<file path="config.mk">
export PLATFORM = sky130hd
export DESIGN_NAME = to_lower_stream
export DESIGN_NICKNAME = d
export VERILOG_FILES = /design/src/rtl/to_lower_stream.sv
export SDC_FILE = /design/constraint.sdc
export NUM_CORES = 1
export LEC_CHECK = 0
export CAP_MARGIN = 20
export CORE_ASPECT_RATIO = 0.7
export CORE_UTILIZATION = 57
export CTS_CLUSTER_SIZE = 16
export DETAILED_ROUTE_END_ITERATION = 8
export GPL_TIMING_DRIVEN = 0
export HOLD_SLACK_MARGIN = 0.03
export MAX_ROUTING_LAYER = met4
export PLACE_DENSITY = 0.84
export SETUP_SLACK_MARGIN = 0.05
export SLEW_MARGIN = 10
export SYNTH_ARGS = -nofsm -noshare
export SYNTH_HDL_FRONTEND = slang
export SYNTH_SLANG_ARGS = --single-unit
</file>
<file path="constraint.sdc">
create_clock -name clk -period 4.3 [get_ports clk]
set_input_delay 0.645 -clock clk [delete_from_list [all_inputs] [get_ports clk]]
set_output_delay 0.645 -clock clk [all_outputs]
set_load 0.02 [all_outputs]
</file>
<file path="src/rtl/to_lower_stream.sv">
// to_lower_stream
//   Streaming ASCII lower-case converter with a small output FIFO.
//   Bytes in 'A'..'Z' (0x41..0x5A) get bit 5 set when they are pushed.
//   All other byte values are stored unchanged.
//   A saturating counter tracks how many accepted bytes were converted.
//
// Ports
//   clk        rising-edge clock
//   rst_n      asynchronous active-low reset
//   clear      synchronous flush of FIFO and counter (highest priority)
//   in_valid   producer offers in_data
//   in_ready   a byte can be accepted this cycle
//   in_data    ASCII byte from the producer
//   out_valid  FIFO head is valid
//   out_ready  consumer takes the head this cycle
//   out_data   converted byte at the FIFO head (0x00 while empty)
//   conv_count number of accepted bytes that were converted (saturating)
//   level      current FIFO occupancy, 0..DEPTH
module to_lower_stream #(
  parameter int DEPTH = 4,
  parameter int CNT_W = 16
) (
  input  logic                       clk,
  input  logic                       rst_n,
  input  logic                       clear,
  input  logic                       in_valid,
  output logic                       in_ready,
  input  logic [7:0]                 in_data,
  output logic                       out_valid,
  input  logic                       out_ready,
  output logic [7:0]                 out_data,
  output logic [CNT_W-1:0]           conv_count,
  output logic [$clog2(DEPTH+1)-1:0] level
);

  localparam int PTR_W = $clog2(DEPTH);
  localparam int LVL_W = $clog2(DEPTH + 1);
  localparam logic [LVL_W-1:0] FULL_LVL = LVL_W'(DEPTH);
  localparam logic [CNT_W-1:0] CNT_MAX  = {CNT_W{1'b1}};

  // True for the upper-case letters 'A'..'Z'.
  function automatic logic is_upper(input logic [7:0] b);
    return (b >= 8'h41) && (b <= 8'h5A);
  endfunction

  // Lower-case mapping applied on push.
  function automatic logic [7:0] to_lower(input logic [7:0] b);
    if (is_upper(b)) begin
      return b | 8'h20;
    end else begin
      return b;
    end
  endfunction

  logic [7:0]       mem_r [DEPTH];
  logic [PTR_W-1:0] rd_ptr_r;
  logic [PTR_W-1:0] wr_ptr_r;
  logic [LVL_W-1:0] level_r;
  logic [LVL_W-1:0] level_nxt_s;
  logic [CNT_W-1:0] conv_count_r;
  // Low while in reset and until the first edge after release, so that
  // in_ready stays low through reset even though the FIFO is empty.
  logic             run_r;
  logic             in_ready_s;
  logic             out_valid_s;
  logic             push_s;
  logic             pop_s;

  assign in_ready_s  = run_r && (level_r != FULL_LVL) && !clear;
  assign out_valid_s = (level_r != {LVL_W{1'b0}});
  assign push_s      = in_valid && in_ready_s;
  assign pop_s       = out_valid_s && out_ready;

  // Next occupancy from the push/pop pair.
  always_comb begin
    level_nxt_s = level_r;
    case ({push_s, pop_s})
      2'b10:   level_nxt_s = level_r + LVL_W'(1);
      2'b01:   level_nxt_s = level_r - LVL_W'(1);
      default: level_nxt_s = level_r;
    endcase
  end

  // Pointers, occupancy, counter and run flag; clear overrides everything.
  always_ff @(posedge clk or negedge rst_n) begin
    if (!rst_n) begin
      rd_ptr_r     <= {PTR_W{1'b0}};
      wr_ptr_r     <= {PTR_W{1'b0}};
      level_r      <= {LVL_W{1'b0}};
      conv_count_r <= {CNT_W{1'b0}};
      run_r        <= 1'b0;
    end else begin
      run_r <= 1'b1;
      if (clear) begin
        rd_ptr_r     <= {PTR_W{1'b0}};
        wr_ptr_r     <= {PTR_W{1'b0}};
        level_r      <= {LVL_W{1'b0}};
        conv_count_r <= {CNT_W{1'b0}};
      end else begin
        level_r <= level_nxt_s;
        if (push_s) begin
          wr_ptr_r <= wr_ptr_r + PTR_W'(1);
        end
        if (pop_s) begin
          rd_ptr_r <= rd_ptr_r + PTR_W'(1);
        end
        if (push_s && is_upper(in_data) && (conv_count_r != CNT_MAX)) begin
          conv_count_r <= conv_count_r + CNT_W'(1);
        end
      end
    end
  end

  // FIFO storage; not reset because it is masked at out_data while empty.
  always_ff @(posedge clk) begin
    if (push_s) begin
      mem_r[wr_ptr_r] <= to_lower(in_data);
    end
  end

  // Head byte, forced to zero while the FIFO is empty.
  always_comb begin
    out_data = 8'h00;
    if (out_valid_s) begin
      out_data = mem_r[rd_ptr_r];
    end else begin
      out_data = 8'h00;
    end
  end

  assign in_ready   = in_ready_s;
  assign out_valid  = out_valid_s;
  assign conv_count = conv_count_r;
  assign level      = level_r;

endmodule

</file>
==> flow_summary.yaml, run 1 <==
layout:
  antenna_cells: 0
  fin_nets: 273
  layout-drive-gt1-share_pct: 9.02
  area.growth.synth_to_final_pct: 23.2
  final_common_cell: "clkdlybuf4s50_1"
  final_cell_mix: "41 x clkdlybuf4s50_1, 32 x edfxtp_1, 24 x dfrtp_1"
critical_path:
  critical_path_class: "reg -> out"
  cp_slowest_cell: "mux4_2"
  cpPeakStageDelay_ps: 600
  critPathCaptureType: "output port"
  r2r_slack_ps: 1850
  cp_max_fo: 10
  cp_cell_sequence: "clkbuf_1 -> mux4_2 -> and2_1 -> clkdlybuf4s50_1"
  critPathRequiredTime_ps: 3650
  cp-start-kind: "flop"
  cp.arrival_ps: 2560
power:
  vdd_ir_drop_max_mv: 0.268
  p_switching_uw: 401
  power_density_mw_per_mm2: 419
  switching_share_pct: 29.4
  power_frac_clock_pct: 24.6
  combPwrFrac_pct: 30.2
  seqPwrFrac_pct: 45.2
  power.internal_uw: 964
  p_leak_uw: 0.00118
clocking:
  cts_buffer_depth: 2
  cts_root_buf: "clkbuf_8"
  cts_resized: 0
  cts_hold_buf: 0
  cts_buffers: 5
  cts_tree: "built"
  clk_pin_slew_ps: 100
  clk_latency_ps: 310
  cts.sinks: 56
  htreeDepth: 2
  cts_setup_buffers: 0
sta:
  worst_slew_pin_slew_ps: 766
  setup_viol: 0
  finalHoldWorstSlack_ps: 560
  final_max_slew_viol_count: 0
  post-route-min-period_ps: 3200
  finClkSkew_ps: 11.5
  rsz0062_at_grt: "false"
  finalCritPeriodShare_pct: 74.4
  hold_viol_final: 0
  setup_tns_ps: 0
  relSlewSlack_pct: 48.9
  fmaxAchievable_ghz: 0.312
outcome:
  status: "completed"
synth:
  async_reset_ff_share_pct: 42.9
  ys_types: 47
  synth_area_leaders: "edfxtp_1 36%, dfrtp_1 23%, mux4_2 6.8%"
  ys.flop_type: "edfxtp_1"
  synth_warnings: 0
  synth_seq_cells: 56
  synth_edf_count: 32
  synth_xor_area_share_pct: 1.33
  synth_compound_area_share_pct: 7.72
  synthAdderAreaFrac_pct: 3.13
  synthMuxAreaShare_pct: 8.86
  synthCells: 205
  synth.largest_area_cell: "edfxtp_1"
  synth_top_family_by_area: "simple AND/OR/NAND/NOR gates"
  synth_top_area_share_pct: 36.4
  synth_seq_area_share_pct: 59.1
  syn_area_per_cell_um2: 12.9
  syn_nets: 224
  synth-simple-area-share_pct: 17.5
  netlist_area_mm2: 0.00264
grt:
  grt_max_degree: 25
  globalRouteOverflowTotal: 0
  antenna_found_initial: 0
  grt_pass1_vias: 1758
  track_usage_pct: 24.3
  grt_pass1_wl_um: 8490
drt:
  drt_iter0_markers: 191
  vias: 1839
  wl_met2_um: 2380
  drt-vias-per-instance: 5.93
  dr_wl_met3_um: 458
  met1_length_um: 2440
  drc: 0
  highest_layer: "met4"
  wire_per_inst_um: 17.2
  drtPass1Iterations: 4
  wirelength_um: 5340
  drtAntennaViolNets: 0
min_path:
  hp-class: "reg -> reg"
placement:
  dp_hpwl_um: 3810
  gp_congestion: 0.820
  io_buffers: 41
floorplanning:
  die_area_mm2: 0.00491
  die_x_um: 83.4
  core_area_mm2: 0.00440
  rows: 20
  io_pins: 42
  die_y_um: 59.0
  start_util_pct: 60.0
job:
  cap_violations: 0
[layout make-up]
type | count | area [µm²]
Fill cell | 303 | 1150
Inverter | 5 | 18.8
Multi-Input combinational cell | 136 | 1020
Buffer | 8 | 38.8
Clock inverter | 3 | 37.5
Tap cell | 55 | 68.8
Sequential cell | 56 | 1560
Clock buffer | 5 | 68.8
Timing Repair Buffer | 42 | 438
[cell usage after synthesis (all sizes together) (4+ instances only)]
library cell and number:
o21ai 9, or4 4, mux4 8, a21oi 13
nand3b 5, or3 7, and3 5, nand3 6
inv 5, nor2 9, edfxtp 32, o31ai 5
dfrtp 24, ha 5, clkbuf 6, and2 11
nand2 10
[critical path, delay by kind of cell, from the launching register on]
kind	cells	cell delay (ps)
AND/OR/NAND/NOR	1	180
flip-flops	1	340
buffers and inverters	2	1130
multiplexers	1	600
[flip-flops by register name, indices dropped and copies added (netlist names)]
name,count
mem_r,32
level,3
run_r,1
conv_count,16
rd_ptr_r,2
wr_ptr_r,2
[logic make-up after synthesis]
group | Yosys count
XOR/XNOR | 4
other | 1
AND/OR/NAND/NOR | 78
multiplexers | 13
AO/OA/AOI/OAI | 34
buffers and inverters | 13
adder cells (fa/ha/maj) | 6
flip-flops | 56
[per-layer routing]
layer  vias to the layer above  track usage, %
li1                        873               -
met1                       886            35.0
met2                        73            35.5
met3                         7            4.49
met4                         0            8.37
met5                         -               -
[per-stage QoR]
stage               instance area [µm²]  power, µW  std cells  utilization (%)  worst slack (ps)
finish                             3250       1360        310             73.9              1100
global route                       3250       1420        310             73.9               926
CTS                                3230       1360        309             73.3              1050
detailed placement                 3120       1040        301             70.9              1120
global placement                   3120       1020        301             70.9              1140
floorplan                          2640        867        205                -              1930
[power by group through the flow]
stage | sequential [µW] | combinational, µW | clock [µW]
after floorplan | 632 | 236 | 0
after global placement | 625 | 398 | 0
after detailed placement | 627 | 409 | 0
after CTS | 616 | 412 | 336
after global routing | 620 | 442 | 357
final | 616 | 412 | 336
[final timing paths]
path	startpoint	endpoint	cells after the start
max in group asynchronous	rst_n	conv_count[6]	2
max	rd_ptr_r[0]	out_data[5]	4
min in group asynchronous	rst_n	conv_count[0]	1
max reg2reg	level[0]	conv_count[14]	6
min	conv_count[0]	conv_count[0]	1
min reg2reg	conv_count[0]	conv_count[0]	1
Note: power is estimated with default switching activity, not from simulation.
==> inputs of run 2 (changes only) <==
- CORE_UTILIZATION: 57 -> 48
- PLACE_DENSITY: 0.84 -> 0.76
- clock period: 4.3 -> 2.6 ns (I/O delays scaled with it)
==> run 2 against run 1 <==
Effect of this change: utilization shrank 12 points; register-to-register slack worse by 1700 ps; critical endpoint is now conv_count[14]; critical path depth up 3; sequential share of layout area about the same; clock power up 40%; worst hold slack worse by 500 ps; final cell count grew 4.8%.
==> flow_summary.yaml, run 2 (same netlist as run 1, synthesis figures left out) <==
layout:
  fin_nets: 271
  layout-drive-gt1-share_pct: 11.9
  area.growth.synth_to_final_pct: 23.3
  final_common_cell: "clkdlybuf4s50_1"
  final_cell_mix: "39 x clkdlybuf4s50_1, 32 x edfxtp_1, 23 x dfrtp_1"
  largest_register: "mem_r"
  largest_register_ffs: 32
  antenna_cells: 0
  fill_cells: 402
sta:
  worst_slew_pin_slew_ps: 578
  finClkSkew_ps: 6.61
  setup_viol: 0
  fmaxAchievable_ghz: 0.408
  hold_viol_final: 0
  finalCritPeriodShare_pct: 94.3
  final_max_slew_viol_count: 0
  post-route-min-period_ps: 2450
  rsz0062_at_grt: "false"
  setup_slack_ps: 147
  relSlewSlack_pct: 61.1
  finalHoldWorstSlack_ps: 61.2
grt:
  globalRouteOverflowTotal: 0
  track_usage_pct: 19.6
  grt_max_degree: 25
  antenna_found_initial: 0
  grt_pass1_vias: 1614
  grt_pass1_wl_um: 8380
clocking:
  clk_pin_slew_ps: 100
  cts_buffers: 5
  cts_root_buf: "clkbuf_8"
  htreeDepth: 2
  cts_hold_buf: 0
  clk_latency_ps: 300
  cts.sinks: 56
  cts_tree: "built"
  cts_buffer_depth: 2
power:
  p_leak_uw: 0.00118
  power_density_mw_per_mm2: 674
  vdd_ir_drop_max_mv: 0.338
placement:
  gp_congestion: 0.843
  io_buffers: 41
  dp_hpwl_um: 3700
  post-place-ws_ps: -214
floorplanning:
  die_x_um: 90.7
  io_pins: 42
  core_area_mm2: 0.00526
  start_util_pct: 50.2
  die_y_um: 64.1
  die_area_mm2: 0.00581
  rows: 22
job:
  cap_violations: 0
critical_path:
  critPathRequiredTime_ps: 2800
  cp_max_fo: 8
  cpPeakStageDelay_ps: 480
  cp_cell_sequence: "clkdlybuf4s50_1 -> nand2b_1 -> or4_4 -> or2_1 -> buf_6 -> nor4_1 -> mux2_1"
  crit_family: "simple AND/OR/NAND/NOR gates"
  critPathCaptureType: "flop"
  path_buf_inv: 2
  cp-start-kind: "primary input"
  cp_slowest_cell: "clkdlybuf4s50_1"
  cp.arrival_ps: 2650
  critical_path_class: "in -> reg"
min_path:
  hp-class: "in -> async"
drt:
  drtAntennaViolNets: 0
  drt-vias-per-instance: 5.60
  drtPass1Iterations: 4
  wirelength_um: 5120
  drc: 0
  drt_iter0_markers: 141
  wire_per_inst_um: 15.8
  vias: 1821
outcome:
  status: "completed"
## run 2: final cells by class
cell class                      instances  area [µm²]  share of cell area, %
Buffer                                  5        28.8                  0.884
Clock inverter                          3        22.5                  0.692
Tap cell                               72        90.1                   2.77
Inverter                                5        18.8                  0.576
Clock buffer                            5        68.8                   2.11
Multi-Input combinational cell        136        1030                   31.7
Sequential cell                        56        1560                   48.0
Timing Repair Buffer                   43         432                   13.3
## run 2: power breakdown
part	total (µW)	internal [µW]	switching, µW
clock network	472	194	278
registers	1030	980	46.6
logic	696	361	335
total	2190	1530	660
## run 2: timing repair
action	4_1_cts	5_1_grt
setup buffers	2	0
endpoints found under the setup margin	9	10
resized for setup	3	2
## run 2: stage by stage
stage                     utilization, %  instances  total power [µW]  setup TNS (ps)  cell area [µm²]
after detailed placement            59.8        318              1710           -1430             3140
final                               61.9        325              2190               0             3260
after global placement              59.8        318              1700            -977             3140
after CTS                           61.8        325              2200               0             3250
after global routing                61.9        325              2300               0             3260
after floorplan                        -        205              1430               0             2640
## run 2: layer usage
layer  GRT usage, %  up-vias  wire length [µm]
met5              -        -                 0
met4           4.44        0                31
met3           4.29        4               318
met2           27.4       59              2280
met1           29.3      891              2490
li1               -      867                 -
## run 2: worst reg2reg max path, stage by stage, from the launching register on
cell,delay [ps]
dfrtp_1,450
nor3b_1,210
or4_4,560
or2_1,240
buf_6,130
nor4_1,390
mux2_1,360
## run 2: final timing paths
kind	to	slack, ps	depth (start not counted)	start
worst max-delay path	conv_count[14]	150	7	in_data[7]
worst min-delay path	conv_count[1]	60	1	rst_n
worst max register to register	conv_count[14]	160	6	level[2]
worst min register to register	conv_count[0]	560	1	conv_count[0]
max in group asynchronous	rd_ptr_r[0]	2140	1	rst_n
min in group clk	conv_count[0]	560	1	conv_count[0]
==> inputs of run 3 (changes only) <==
- CORE_UTILIZATION: 48 -> 53
- PLACE_DENSITY: 0.76 -> 0.79
- SLEW_MARGIN: 10 -> 20
- clock period: 2.6 -> 2.7 ns (I/O delays scaled with it)
==> run 3 against run 2 <==
Effect of this change: sequential cell count stayed put; final cell count is 1.5% lower; global-route usage is 2.8 points higher; non-clock buffer count is 2 lower; sequential power hardly changed; clock skew is 2.7 ps lower; clock power is 8.3% lower; via count is 1.5% lower.
==> flow_summary.yaml, run 3 (same netlist as run 1, synthesis figures left out) <==
sta:
  hold_viol_final: 0
  post-route-min-period_ps: 2550
  setup_viol: 0
  setup_slack_ps: 153
  final_max_slew_viol_count: 0
  fmaxAchievable_ghz: 0.393
  relSlewSlack_pct: 53.7
  finClkSkew_ps: 3.89
  finalCritPeriodShare_pct: 94.3
  rsz0062_at_grt: "false"
  setup_tns_ps: 0
  worst_slew_pin_slew_ps: 688
drt:
  wire_per_inst_um: 16.4
  vias: 1793
  drc: 0
  drtPass1Iterations: 4
  wirelength_um: 5250
  drtAntennaViolNets: 0
  drt-vias-per-instance: 5.60
  drt_iter0_markers: 133
placement:
  gp_congestion: 0.847
  io_buffers: 41
  dp.cells: 315
  placed_area_mm2: 0.00314
  dp_hpwl_um: 3840
  post-place-ws_ps: -80.1
critical_path:
  critical_path_class: "reg -> out"
  critPathCaptureType: "output port"
  cp.arrival_ps: 2140
  cp-start-kind: "flop"
  cp_max_fo: 10
  critPathRequiredTime_ps: 2300
grt:
  grt_max_degree: 25
  globalRouteOverflowTotal: 0
  antenna_found_initial: 0
  grt_pass1_vias: 1602
  track_usage_pct: 22.4
  grt_pass1_wl_um: 8250
min_path:
  hp-class: "in -> async"
clocking:
  cts_setup_buffers: 0
  cts_buffer_depth: 2
  cts_hold_buf: 0
  clk_pin_slew_ps: 90
  htreeDepth: 2
  cts_tree: "built"
  cts.sinks: 56
  cts_root_buf: "clkbuf_8"
  cts_buffers: 5
  clk_latency_ps: 310
layout:
  final_common_cell: "clkdlybuf4s50_1"
  antenna_cells: 0
  area.growth.synth_to_final_pct: 21.5
  final_cell_area_mm2: 0.00321
  stdcell_count: 320
  fill_cells: 379
  fin_nets: 269
  final_cell_mix: "39 x clkdlybuf4s50_1, 32 x edfxtp_1, 23 x dfrtp_1"
  layout-drive-gt1-share_pct: 9.96
  largest_register: "mem_r"
  largest_register_ffs: 32
power:
  power_density_mw_per_mm2: 637
  vdd_ir_drop_max_mv: 0.352
  p_leak_uw: 0.00117
floorplanning:
  core_area_mm2: 0.00478
  io_pins: 42
  die_x_um: 86.4
  die_y_um: 61.1
  rows: 21
  start_util_pct: 55.2
  die_area_mm2: 0.00527
outcome:
  status: "completed"
job:
  cap_violations: 0
## run 3: power by group
part | internal, µW | switching (µW) | total [µW]
combinational | 310 | 286 | 596
clock | 183 | 251 | 433
sequential | 943 | 72.5 | 1020
## run 3: path summary, 6_finish.rpt
check | depth (start not counted) | startpoint | to | slack, ps
worst max register to register | 6 | level[0] | conv_count[14] | 310
min in group clk | 3 | conv_count[15] | conv_count[15] | 560
worst min-delay path | 1 | rst_n | conv_count[0] | 70
worst max-delay path | 3 | rd_ptr_r[0] | out_data[7] | 150
worst min register to register | 3 | conv_count[15] | conv_count[15] | 560
max in group asynchronous | 1 | rst_n | rd_ptr_r[0] | 2230
## run 3: stage by stage
step                util [%]  hold slack (ps)  power (µW)
global route            67.1             99.0        2160
finish                  67.1             73.3        2050
global placement        65.6              536        1630
CTS                     67.3              562        2070
detailed placement      65.6              547        1650
floorplan                  -              109        1380
## run 3: what timing repair did
item / in CTS / in global routing
pin swaps: 0 / 0
endpoints found under the hold margin: 0 / 0
setup endpoints to repair: 9 / 9
gates cloned: 0 / 0
gates resized for setup: 2 / 1
## run 3: layout make-up
type | count | area [µm²] | area share [%]
Inverter | 5 | 18.8 | 0.585
Sequential cell | 56 | 1560 | 48.7
Tap cell | 69 | 86.3 | 2.69
Clock inverter | 1 | 5.00 | 0.156
Buffer | 5 | 28.8 | 0.897
Timing Repair Buffer | 41 | 408 | 12.7
Clock buffer | 7 | 76.3 | 2.38
Multi-Input combinational cell | 136 | 1020 | 31.9
## run 3: worst max-delay path, stage by stage, from the launching register on
cell             delay (ps)
dfrtp_2                 580
mux4_2                  560
and2_1                  170
clkdlybuf4s50_1         530
## run 3: layer usage
layer	GRT usage [%]	wire, µm	vias up
met4	7.38	57	0
met5	-	0	-
met3	4.69	275	6
met1	33.4	2610	882
met2	30.5	2310	45
li1	-	-	860
